**src/rtl/scan_decoder_pkg.sv**
```systemverilog
// Shared mode encodings, FSM state type and the active-low one-hot decode
// used by the scan_decoder block.
package scan_decoder_pkg;

  localparam int unsigned MAX_ADDR_W = 8;
  localparam int unsigned MAX_NOUT   = 1 << MAX_ADDR_W;

  localparam logic [1:0] MODE_DIRECT = 2'b00;
  localparam logic [1:0] MODE_SCAN   = 2'b01;
  localparam logic [1:0] MODE_PULSE  = 2'b10;
  localparam logic [1:0] MODE_IDLE   = 2'b11;

  typedef enum logic [1:0] {
    ST_IDLE,
    ST_DIRECT,
    ST_SCAN,
    ST_PULSE
  } state_t;

  // Callers size-cast the result down to their own output count.
  function automatic logic [MAX_NOUT-1:0] onehot_n(input logic [MAX_ADDR_W-1:0] idx);
    return ~(MAX_NOUT'(1) << idx);
  endfunction

endpackage

```
**src/rtl/scan_decoder_dwell_counter.sv**
```systemverilog
// Loadable down-counter timing SCAN slots and PULSE strobes; terminal marks
// the last cycle of the current hold.
module dwell_counter #(
  parameter int unsigned DWELL_W = 8
) (
  input  logic               clk,
  input  logic               rst_n,
  input  logic               load,
  input  logic               dec,
  input  logic [DWELL_W-1:0] load_val,
  output logic               terminal
);

  logic [DWELL_W-1:0] count;

  always_ff @(posedge clk) begin
    if (!rst_n) begin
      count <= '0;
    end else if (load) begin
      count <= load_val;
    end else if (dec) begin
      count <= count - DWELL_W'(1);
    end
  end

  assign terminal = (count == '0);

endmodule

```
**src/rtl/scan_decoder.sv**
```systemverilog
// Registered ADDR_W-to-2^ADDR_W active-low decoder with DIRECT, SCAN and
// PULSE modes; all outputs are registered so selects are glitch-free.
module scan_decoder
  import scan_decoder_pkg::*;
#(
  parameter int unsigned ADDR_W  = 2,
  parameter int unsigned DWELL_W = 8
) (
  input  logic                     clk,
  input  logic                     rst_n,
  input  logic                     en,
  input  logic [1:0]               mode,
  input  logic [ADDR_W-1:0]        addr,
  input  logic [DWELL_W-1:0]       dwell,
  input  logic                     start,
  output logic [(1<<ADDR_W)-1:0]   O_n,
  output logic [ADDR_W-1:0]        cur_idx,
  output logic                     busy,
  output logic                     done
);

  localparam int unsigned NOUT = 1 << ADDR_W;

  function automatic logic [NOUT-1:0] dec_n(input logic [ADDR_W-1:0] i);
    return NOUT'(onehot_n(MAX_ADDR_W'(i)));
  endfunction

  state_t state;
  logic   scan_run;
  logic   scan_launch;
  logic   pulse_launch;
  logic   cnt_load;
  logic   cnt_dec;
  logic   cnt_term;

  // The counter is reloaded with the live dwell at every slot start, so a
  // mid-slot dwell change only affects the following slot.
  always_comb begin
    scan_run     = (state == ST_SCAN) && en && (mode == MODE_SCAN);
    scan_launch  = (state == ST_IDLE) && en && (mode == MODE_SCAN);
    pulse_launch = (state == ST_IDLE) && en && (mode == MODE_PULSE) && start;
    cnt_load     = scan_launch || pulse_launch || (scan_run && cnt_term);
    cnt_dec      = (scan_run || ((state == ST_PULSE) && en)) && !cnt_term;
  end

  dwell_counter #(
    .DWELL_W (DWELL_W)
  ) u_dwell (
    .clk      (clk),
    .rst_n    (rst_n),
    .load     (cnt_load),
    .dec      (cnt_dec),
    .load_val (dwell),
    .terminal (cnt_term)
  );

  always_ff @(posedge clk) begin
    if (!rst_n) begin
      state   <= ST_IDLE;
      O_n     <= '1;
      cur_idx <= '0;
      busy    <= 1'b0;
      done    <= 1'b0;
    end else begin
      done <= 1'b0;
      case (state)
        ST_IDLE: begin
          if (en && (mode == MODE_DIRECT)) begin
            state   <= ST_DIRECT;
            O_n     <= dec_n(addr);
            cur_idx <= addr;
          end else if (scan_launch) begin
            state   <= ST_SCAN;
            O_n     <= dec_n('0);
            cur_idx <= '0;
            busy    <= 1'b1;
          end else if (pulse_launch) begin
            // cur_idx doubles as the latched pulse address.
            state   <= ST_PULSE;
            O_n     <= dec_n(addr);
            cur_idx <= addr;
            busy    <= 1'b1;
          end
        end
        ST_DIRECT: begin
          if (en && (mode == MODE_DIRECT)) begin
            O_n     <= dec_n(addr);
            cur_idx <= addr;
          end else begin
            state   <= ST_IDLE;
            O_n     <= '1;
            cur_idx <= '0;
          end
        end
        ST_SCAN: begin
          if (!scan_run) begin
            state   <= ST_IDLE;
            O_n     <= '1;
            cur_idx <= '0;
            busy    <= 1'b0;
          end else if (cnt_term) begin
            O_n     <= dec_n(cur_idx + ADDR_W'(1));
            cur_idx <= cur_idx + ADDR_W'(1);
          end
        end
        ST_PULSE: begin
          if (!en || cnt_term) begin
            state   <= ST_IDLE;
            O_n     <= '1;
            cur_idx <= '0;
            busy    <= 1'b0;
            done    <= en;
          end
        end
        default: begin
          state   <= ST_IDLE;
          O_n     <= '1;
          cur_idx <= '0;
          busy    <= 1'b0;
        end
      endcase
    end
  end

endmodule

```
**config.mk**
```make
export PLATFORM = sky130hd
export DESIGN_NAME = scan_decoder
export DESIGN_NICKNAME = d
export VERILOG_FILES = /design/src/rtl/scan_decoder_pkg.sv /design/src/rtl/scan_decoder_dwell_counter.sv /design/src/rtl/scan_decoder.sv
export SDC_FILE = /design/constraint.sdc
export NUM_CORES = 1
export LEC_CHECK = 0
export CAP_MARGIN = 0
export CORE_MARGIN = 1.5
export CORE_UTILIZATION = 55
export DETAILED_ROUTE_END_ITERATION = 7
export PLACE_DENSITY = 0.82
export SKIP_CTS_REPAIR_TIMING = 1
export SLEW_MARGIN = 20
export SYNTH_ARGS = -nofsm -noshare
export SYNTH_HDL_FRONTEND = slang
export SYNTH_SLANG_ARGS = --single-unit
export TNS_END_PERCENT = 1
```
**constraint.sdc**
```tcl
create_clock -name clk -period 5.4 [get_ports clk]
set_input_delay 1.62 -clock clk [delete_from_list [all_inputs] [get_ports clk]]
set_output_delay 1.62 -clock clk [all_outputs]
set_load 0.01 [all_outputs]
```
# After elaboration in Yosys (flattened, before gate mapping)
# Index checks and enable logic that the tools add are counted.
# Widths: inputs -> output; s select.
# word_totals
reg_bits,18
input_bits,16
output_inout_bits,8
wordCells,79
# op_classes
n_addsub,2
eq_ne,12
shifts,2
mux,30
bitwise,2
reduce_logical,25
# ops
operator,count
$mux 4,7
$mux 2,12
$mux 8,2
$pmux 2 s4,2
$pmux 4 s4,1
$logic_and 1x1->1,10
$logic_not 8->1,1
$not 4->4,2
$shl 1x2->4 const A,2
$sub 8x1->8 const B,1
$eq 2x2->1 const B,3
$ne 2x2->1 const B,3
$ne 3x3->1 const B,2
$reduce_and 3->1,2
$mux 1,5
$reduce_and 5->1,1
$eq 2x1->1 const B,2
$logic_not 2->1,2
$logic_or 1x1->1,4
$ne 4x3->1 const B,1
$reduce_and 4->1,1
$pmux 1 s3,1
$reduce_bool 3->1,1
$add 2x1->2 const B,1
other kinds (3),4

# Longest topological paths before layout
# Gate-level depths: netlist (run 1).
# depth
depth_word,8
ltp_mapped,8
mapped_depth_nobuf,7

# Cells and area by module
# Synthesis (run 1) repeated with hierarchy kept, for this count alone.
# unflattened
hier_cells,148
hier_area_um2,1252.5
# by_module_without_submodules
mod,instances,cells_per_inst,area_per_inst_um2,seq_area_each_um2
scan_decoder,1,90,772.0,200.2
dwell_counter,1,58,480.5,160.2

# Worst setup path before layout (run 1)
# Ideal clock, no wire load.
# synth_timing
path_type,input-to-reg
startpoint,input en
endpoint,register u_dwell.count[3]
setup_time_ns,0.124
arrival_time_ns,2.868
required_ns,5.276
setup_slack_ns,2.408
cell_stages,6
n_path_buf,1
path_cell_list,buf_2 -> and4b_2 -> nand2_4 -> o41ai_4 -> mux2i_1 -> o22ai_1
# synth_between
elab_chain_cells,6
elab_cells_between_ends,14
cone_classes,mux: 1; reduce/logical: 13
# synth_rtl
item,line,rtl
start: declaration,scan_decoder.sv:11,"input logic en,"
$logic_and 1x1->1,"scan_decoder.sv:40, scan_decoder.sv:41",
$logic_and 1x1->1 (2 in a row),scan_decoder.sv:41,pulse_launch = (state == ST_IDLE) && en && (mode == MODE_PULSE) && start;
$logic_or 1x1->1 (2 in a row),scan_decoder.sv:42,cnt_load = scan_launch || pulse_launch || (scan_run && cnt_term);
$mux 8 or $reduce_bool 2->1 (tied branches),-,
end signal: assignment,scan_decoder_dwell_counter.sv:20,count <= load_val;
end signal: assignment,scan_decoder_dwell_counter.sv:22,count <= count - DWELL_W'(1);
end: declaration,scan_decoder_dwell_counter.sv:14,logic [DWELL_W-1:0] count;
# Several ways; a longest one is shown, not always the timed one.
# A chain may end at the register's enable or synchronous reset.

# Worst setup path after layout (run 1)
# layout_timing
startpoint,input en
endpoint,register u_dwell.count[5]
# The elaborated chain is that of the path after synthesis.

==> flow_summary.rst, run 1 <==
.. list-table::
   :header-rows: 1

   * - Metric
     - Value
   * - Chip height
     - slightly above 50 µm
   * - Synth Area in Adders
     - 5.97%
   * - Area growth from synthesis to layout
     - 20.2%
   * - Maximum buffer depth of the clock tree
     - 2
   * - Setup slack of the most critical reg-to-reg path
     - ~3200 ps
   * - Ys Warns
     - 0
   * - Overflow left after global routing
     - 0
   * - Detail-routed via count per cell
     - 6.42
   * - Post-Synthesis Cells
     - between 150 and 200
   * - Arrival time at the worst endpoint
     - 3620 ps
   * - Die width
     - slightly above 50 µm
   * - Proportion of total power due to net switching
     - 32.9%
   * - Count of pins on the block boundary
     - 24
   * - Fin cells
     - 203
   * - Setup repair after global routing missed its margin
     - false
   * - Wire length of the first global-routing pass
     - 5.36 mm
   * - Worst Hold Margin
     - 480 ps
   * - Largest net degree at the start of global routing
     - 20
   * - Main combinational cell family by area after synthesis
     - simple AND/OR/NAND/NOR gates
   * - Post-placement cell count
     - 199
   * - Inserted Clock Buffers
     - 3
   * - Class of the worst hold path
     - flop to flop
   * - Total nets after synthesis
     - 179
   * - Power per unit of standard cell area
     - 231 mW/mm²
   * - Depth of the worst hold-timing path
     - 2
   * - Cell area after synthesis
     - 0.00126 mm²
   * - Cell-by-cell trace of the critical path
     - clkdlybuf4s50_1, and4b_2, nand2_4, o41ai_4, mux2i_1, o22ai_1
   * - Number of antenna violations at the first check in global routing
     - 0
   * - Effective utilization at floorplan
     - 57.4%
   * - Level count of the clock H-tree
     - 1
   * - Final wirelength
     - roughly 3.2 mm
   * - Combinational group share of total power
     - approximately 31%
   * - Post-route ant nets
     - 0
   * - Final setup vio count
     - 0
   * - Post-synthesis share of cell area spent on xor and xnor gates
     - 0%
   * - Number of global-route vias before repair
     - between 1k and 1.5k
   * - Total number of vias
     - roughly 1.3k
   * - Diode count
     - 0
   * - Reg2Reg Capture Point
     - u_dwell.count[5]$_SDFFE_PN0P_
   * - Clk Tree Root Cell
     - clkbuf_4
   * - Measured slew at the worst slew-check pin
     - slightly below 700 ps
   * - Clock share of power
     - 24.4%
   * - Flop and latch count out of synthesis
     - 18
   * - Detailed-placement wirelength estimate
     - approximately 2.4 mm
   * - Biggest cell delay along the critical path
     - between 600 and 700 ps
   * - Sequential fraction of the synthesis area
     - 28.7%
   * - Power spent charging and discharging nets
     - 0.115 mW
   * - Worst path required time
     - 5580 ps
   * - Number of synthesized flops with an enable pin
     - 0
   * - Placeable core region
     - ~0.0022 mm²
   * - Launch instance of the worst min-delay path
     - O_n[3]$_SDFFE_PN1P_
   * - Startpoint Class
     - input port
   * - Total count of max-transition violations in the final report
     - 0
   * - Clock latency of the later-clocked register in the worst-skew pair
     - 300 ps
   * - DR DRC count
     - 0
   * - Critical Path End Type
     - flop
   * - Average wire length per cell after detail routing
     - 15.8 µm
   * - TritonCTS clock tree
     - yes
   * - Weighted congestion reported at the end of routability-driven placement
     - ~0.91
   * - Place WS
     - 1670 ps
   * - Final critical delay including setup and external delays
     - ~3400 ps
   * - Final hold violations
     - 0
   * - Maximum fanout along the worst path
     - 10
   * - Post-route clock skew
     - a little over 9 ps
   * - Count of maximum capacitance violations
     - 0
   * - Fraction of the mapped netlist area in compound gates
     - 26.2%
   * - NumNets Final
     - 198
   * - Setup_tns
     - 0 ps
   * - Area of the die
     - 0.00258 mm²
   * - First-iteration detailed-routing DRC count
     - 32
   * - Static Leakage
     - 0.610 nW
   * - Fraction of registers with async set/reset
     - 0%
   * - Std-Cell Rows
     - 17
   * - Headroom to the max-slew limit
     - a little over half
   * - Fraction of layout cells with a size suffix above 1
     - 4.57%
   * - Total internal power
     - 0.235 mW
   * - Crit Reg-Reg Startpoint
     - state[1]$_SDFFE_PN0P_
   * - Worst-path clk slew
     - 100 ps
   * - Class of the most critical setup path
     - input port to flop
   * - Total power of the final layout
     - 0.349 mW
   * - Part of the total power dissipated in sequential elements
     - 44.5%
   * - Buffers on Ports
     - 23
   * - Outcome
     - completed
   * - Critical Path Source
     - en
   * - Share of synthesized area spent on multiplexers
     - under 10%
   * - Highest clock frequency the design can meet
     - 291 MHz
   * - PnR worst setup slack
     - 1960 ps
   * - Aggregate global-route resource usage
     - 27.0%
   * - Dominant register cell in the synthesized netlist
     - dfxtp_1
   * - Hold endpoint
     - O_n[3]$_SDFFE_PN1P_
   * - Count of cell types in the netlist
     - a little under 50
   * - Post-synthesis share of cell area spent on and, or, nand and nor gates
     - 26.3%
   * - Mean instance size in the synthesized netlist
     - between 8 and 9 µm²
   * - Total clock sinks
     - 18
   * - Detailed-router iteration count before antenna repair
     - 4
   * - Worst voltage drop across the vdd grid
     - ~180 µV
   * - Worst-case reg-to-reg path depth
     - 5
   * - Fin crit share
     - 63.7%
   * - Worst-path cell with the longest stage delay
     - clkdlybuf4s50_1
==> cell usage in the layout, fill, tap and decap left out, types with 2 or more instances in the layout <==
cell	netlist	layout
inv_1	11	11
nor3_1	3	3
a22oi_1	4	4
nand2_1	14	14
dfxtp_1	18	18
nor2b_1	2	2
and3_1	2	2
o32ai_1	2	2
a21oi_1	9	9
o211ai_1	2	2
o311ai_1	2	2
nand3_1	7	7
clkdlybuf4s50_1	0	23
a31oi_1	4	4
o21ai_0	3	3
nor4_1	4	4
mux2i_1	7	7
nor3b_1	2	2
nor2_1	12	12
nand2b_1	6	6
ha_1	6	6
clkbuf_4	0	3
o22ai_1	4	4
==> critical path, delay by kind of cell <==
family | cells | cell delay [ps]
and+or+nand+nor | 2 | 420
AOI/OAI and AO/OA | 2 | 670
muxes | 1 | 270
buffers and inverters | 1 | 640
==> state kept, by name, indices dropped and copies added, names as in the netlist <==
name and flops:
O_n 4, done 1, cur_idx 2, busy 1, state 2, u_dwell.count 8
==> per-stage QoR <==
stage          util (%)  area (µm²)
3_5_place_dp       67.3        1480
4_1_cts            69.0        1510
3_3_place_gp       67.3        1480
5_1_grt            69.0        1510
6_report           69.0        1510
2_1_floorplan         -        1260
==> power by group through the flow <==
| stage | registers, mW | clock network (mW) | logic (mW) |
|---|---|---|---|
| 5_1_grt | 0.157 | 0.0901 | 0.119 |
| 4_1_cts | 0.155 | 0.0851 | 0.107 |
| 3_3_place_gp | 0.157 | 0 | 0.104 |
| 6_report | 0.155 | 0.0851 | 0.109 |
| 2_1_floorplan | 0.156 | 0 | 0.0738 |
| 3_5_place_dp | 0.158 | 0 | 0.107 |
==> synth_stat cells, types with 3 or more instances <==
cell type | instances | area, µm²
a31oi_1 | 4 | 25.0
a21oi_1 | 9 | 45.0
nor3_1 | 3 | 15.0
a22oi_1 | 4 | 30.0
o21ai_0 | 3 | 15.0
mux2i_1 | 7 | 70.1
nand2b_1 | 6 | 37.5
dfxtp_1 | 18 | 360
nor4_1 | 4 | 25.0
nor2_1 | 12 | 45.0
nand2_1 | 14 | 52.6
buf_2 | 5 | 25.0
ha_1 | 6 | 75.1
o22ai_1 | 4 | 25.0
inv_1 | 11 | 41.3
nand3_1 | 7 | 35.0
==> routing by layer <==
metal	global-route usage [%]	vias to the layer above	routed length, µm
met5	0	-	0
met4	8.11	0	47
met3	3.80	9	138
met2	48.0	41	1590
met1	33.9	633	1430
li1	-	621	-
==> cells by family after synthesis <==
kind of cell,Yosys count
adder cells (fa/ha/maj),6
buffers and inverters,21
multiplexers,7
AND/OR/NAND/NOR,61
AO/OA/AOI/OAI,44
flip-flops,18
==> worst max-delay path by stage <==
stage                                                to  slack [ps]  cells after the start
after floorplan           u_dwell.count[3]$_SDFFE_PN0P_        2410                      6
after global placement    u_dwell.count[5]$_SDFFE_PN0P_        1700                      6
after detailed placement  u_dwell.count[5]$_SDFFE_PN0P_        1670                      6
after CTS                 u_dwell.count[5]$_SDFFE_PN0P_        1970                      6
after global routing      u_dwell.count[4]$_SDFFE_PN0P_        1780                      6
final                     u_dwell.count[5]$_SDFFE_PN0P_        1960                      6
==> cell type report <==
class / instances / area (µm²)
Multi-Input combinational cell: 118 / 805
Fill cell: 196 / 679
Sequential cell: 18 / 360
Timing Repair Buffer: 23 / 230
Inverter: 12 / 45.0
Clock buffer: 4 / 36.3
Tap cell: 28 / 35.0
No activity file was read; power rests on OpenSTA's default activity.
==> run 2: changes to the inputs <==
CORE_UTILIZATION = 46   (was 55)
PLACE_DENSITY = 0.73   (was 0.82)
clock period = 2.79 ns   (was 5.4 ns; I/O delays follow)
==> flow_summary.rst, run 2 (synthesis gave the netlist of run 1 again) <==
.. list-table::
   :header-rows: 1

   * - Metric
     - Value
   * - Setup_tns
     - 0 ps
   * - Area of the die
     - between 0.003 and 0.004 mm²
   * - Buffers on Ports
     - 23
   * - Number of buffers and inverters on the critical path
     - 1
   * - Final setup vio count
     - 0
   * - TritonCTS clock tree
     - yes
   * - Maximum fanout along the worst path
     - 9
   * - Arrival time at the worst endpoint
     - 2730 ps
   * - Cell-by-cell trace of the critical path
     - clkdlybuf4s50_1, and4b_2, nand2_4, o41ai_4, mux2i_1, o22ai_1
   * - Die width
     - approximately 55 µm
   * - Largest net degree at the start of global routing
     - 19
   * - Level count of the clock H-tree
     - 1
   * - Worst voltage drop across the vdd grid
     - 298 µV
   * - Total number of vias
     - around 1.3k
   * - Launch instance of the worst min-delay path
     - O_n[3]$_SDFFE_PN1P_
   * - Inserted Clock Buffers
     - 3
   * - Aggregate global-route resource usage
     - 22.2%
   * - Maximum buffer depth of the clock tree
     - 2
   * - Depth of the worst hold-timing path
     - 2
   * - Clock latency of the later-clocked register in the worst-skew pair
     - 310 ps
   * - Count of pins on the block boundary
     - 24
   * - Startpoint Class
     - input port
   * - Static Leakage
     - 0.677 nW
   * - Detailed-placement wirelength estimate
     - roughly 2.4 mm
   * - Highest clock frequency the design can meet
     - 396 MHz
   * - Chip height
     - 55.3 µm
   * - Overflow left after global routing
     - 0
   * - Clk Tree Root Cell
     - clkbuf_4
   * - Outcome
     - completed
   * - Biggest cell delay along the critical path
     - about 570 ps
   * - Count of maximum capacitance violations
     - 0
   * - Worst-path clk slew
     - 110 ps
   * - Detailed-router iteration count before antenna repair
     - 4
   * - Measured slew at the worst slew-check pin
     - 692 ps
   * - DR DRC count
     - 0
   * - Average wire length per cell after detail routing
     - 14.6 µm
   * - Weighted congestion reported at the end of routability-driven placement
     - slightly below 0.9
   * - Hold endpoint
     - O_n[3]$_SDFFE_PN1P_
   * - Total count of max-transition violations in the final report
     - 0
   * - Class of the most critical setup path
     - input port to flop
   * - Worst Hold Margin
     - 483 ps
   * - Number of global-route vias before repair
     - 1,196
   * - Most common cell after layout, fill and taps aside
     - clkdlybuf4s50_1
   * - Critical Path End Type
     - flop
   * - Detail-routed via count per cell
     - 5.90
   * - Power per unit of standard cell area
     - 426 mW/mm²
   * - Fraction of layout cells with a size suffix above 1
     - 11.2%
   * - Crit Reg-Reg Startpoint
     - u_dwell.count[0]$_SDFFE_PN0P_
   * - Setup repair after global routing missed its margin
     - false
   * - Total power of the final layout
     - 0.692 mW
   * - Headroom to the max-slew limit
     - a little over half
   * - Effective utilization at floorplan
     - 49.9%
   * - Final hold violations
     - 0
   * - Worst-path cell with the longest stage delay
     - o41ai_4
   * - Most flop-heavy register
     - u_dwell.count
   * - Wire length of the first global-routing pass
     - 5.48 mm
   * - Reg2Reg Capture Point
     - u_dwell.count[5]$_SDFFE_PN0P_
   * - Std-Cell Rows
     - 18
   * - Post-route clock skew
     - ~6.6 ps
   * - Worst path required time
     - 2990 ps
   * - Post-route ant nets
     - 0
   * - Setup slack of the most critical reg-to-reg path
     - 860 ps
   * - Commonest non-fill, non-tap cells in the layout
     - clkdlybuf4s50_1, dfxtp_1, nand2_1
   * - First-iteration detailed-routing DRC count
     - 54
   * - Number of fill cells in the layout
     - roughly 240
   * - Largest registers in the final layout
     - u_dwell.count x8, O_n x4
   * - Total clock sinks
     - 18
   * - Class of the worst hold path
     - flop to flop
   * - Placeable core region
     - 0.00252 mm²
   * - NumNets Final
     - 211
   * - Final wirelength
     - around 3.2 mm
   * - Diode count
     - 0
   * - Worst-case reg-to-reg path depth
     - 6
   * - Number of flip-flops under the largest register name
     - 8
   * - Number of antenna violations at the first check in global routing
     - 0
   * - Area growth from synthesis to layout
     - 29.2%
   * - Fin crit share
     - 90.6%
   * - Gate family responsible for the most delay along the worst path
     - compound AO/OA/AOI/OAI gates
   * - Final critical delay including setup and external delays
     - around 2500 ps
## run 2: changes by cell type in the layout (fill, tap and decap cells not counted)
cell	previous run	this run
buf_12	0	1
buf_4	0	12
## run 2: where the power goes
group,internal (mW),switching (mW)
clock network,0.0798,0.0856
registers,0.276,0.0212
logic,0.113,0.117
## run 2: area by class of cell
class | instances | area [µm²] | share of cell area, %
multi-input cells | 118 | 805 | 49.5
well taps | 30 | 37.5 | 2.31
clock buffers | 4 | 36.3 | 2.23
repair buffers | 36 | 340 | 21.0
inverters | 12 | 45.0 | 2.77
flip-flops and latches | 18 | 360 | 22.2
## run 2: how the worst max path moves through the flow
| stage | end | slack [ps] | startpoint | cells after the start |
|---|---|---|---|---|
| floorplan | u_dwell.count[3]$_SDFFE_PN0P_ | 580 | en | 6 |
| global placement | u_dwell.count[3]$_SDFFE_PN0P_ | 20 | mode[1] | 6 |
| detailed placement | u_dwell.count[5]$_SDFFE_PN0P_ | -50 | mode[1] | 6 |
| CTS | u_dwell.count[5]$_SDFFE_PN0P_ | 270 | mode[1] | 6 |
| global route | u_dwell.count[5]$_SDFFE_PN0P_ | 180 | mode[1] | 6 |
| finish | u_dwell.count[3]$_SDFFE_PN0P_ | 260 | mode[1] | 6 |
## run 2: tightest hold or removal path: stages, from the launching register on
cell and delay [ps]:
dfxtp_1 340, mux2i_1 70, nand2_1 60
## run 2: metal layers
layer  vias to the layer above  wire length (µm)  GRT usage [%]
li1                        645                 -              -
met1                       583              1470           29.2
met3                         9               190           4.92
met4                         0                94           11.5
met2                        50              1440           33.8
met5                         -                 0              0
## run 2: stage by stage
| stage | utilization (%) | std cells | area (µm²) | setup slack (ps) |
|---|---|---|---|---|
| after floorplan | - | 157 | 1260 | 581 |
| after global placement | 62.9 | 214 | 1590 | 21.2 |
| after detailed placement | 62.9 | 214 | 1590 | -45.3 |
| after CTS | 64.4 | 218 | 1620 | 274 |
| after global routing | 64.4 | 218 | 1620 | 178 |
| final | 64.4 | 218 | 1620 | 262 |
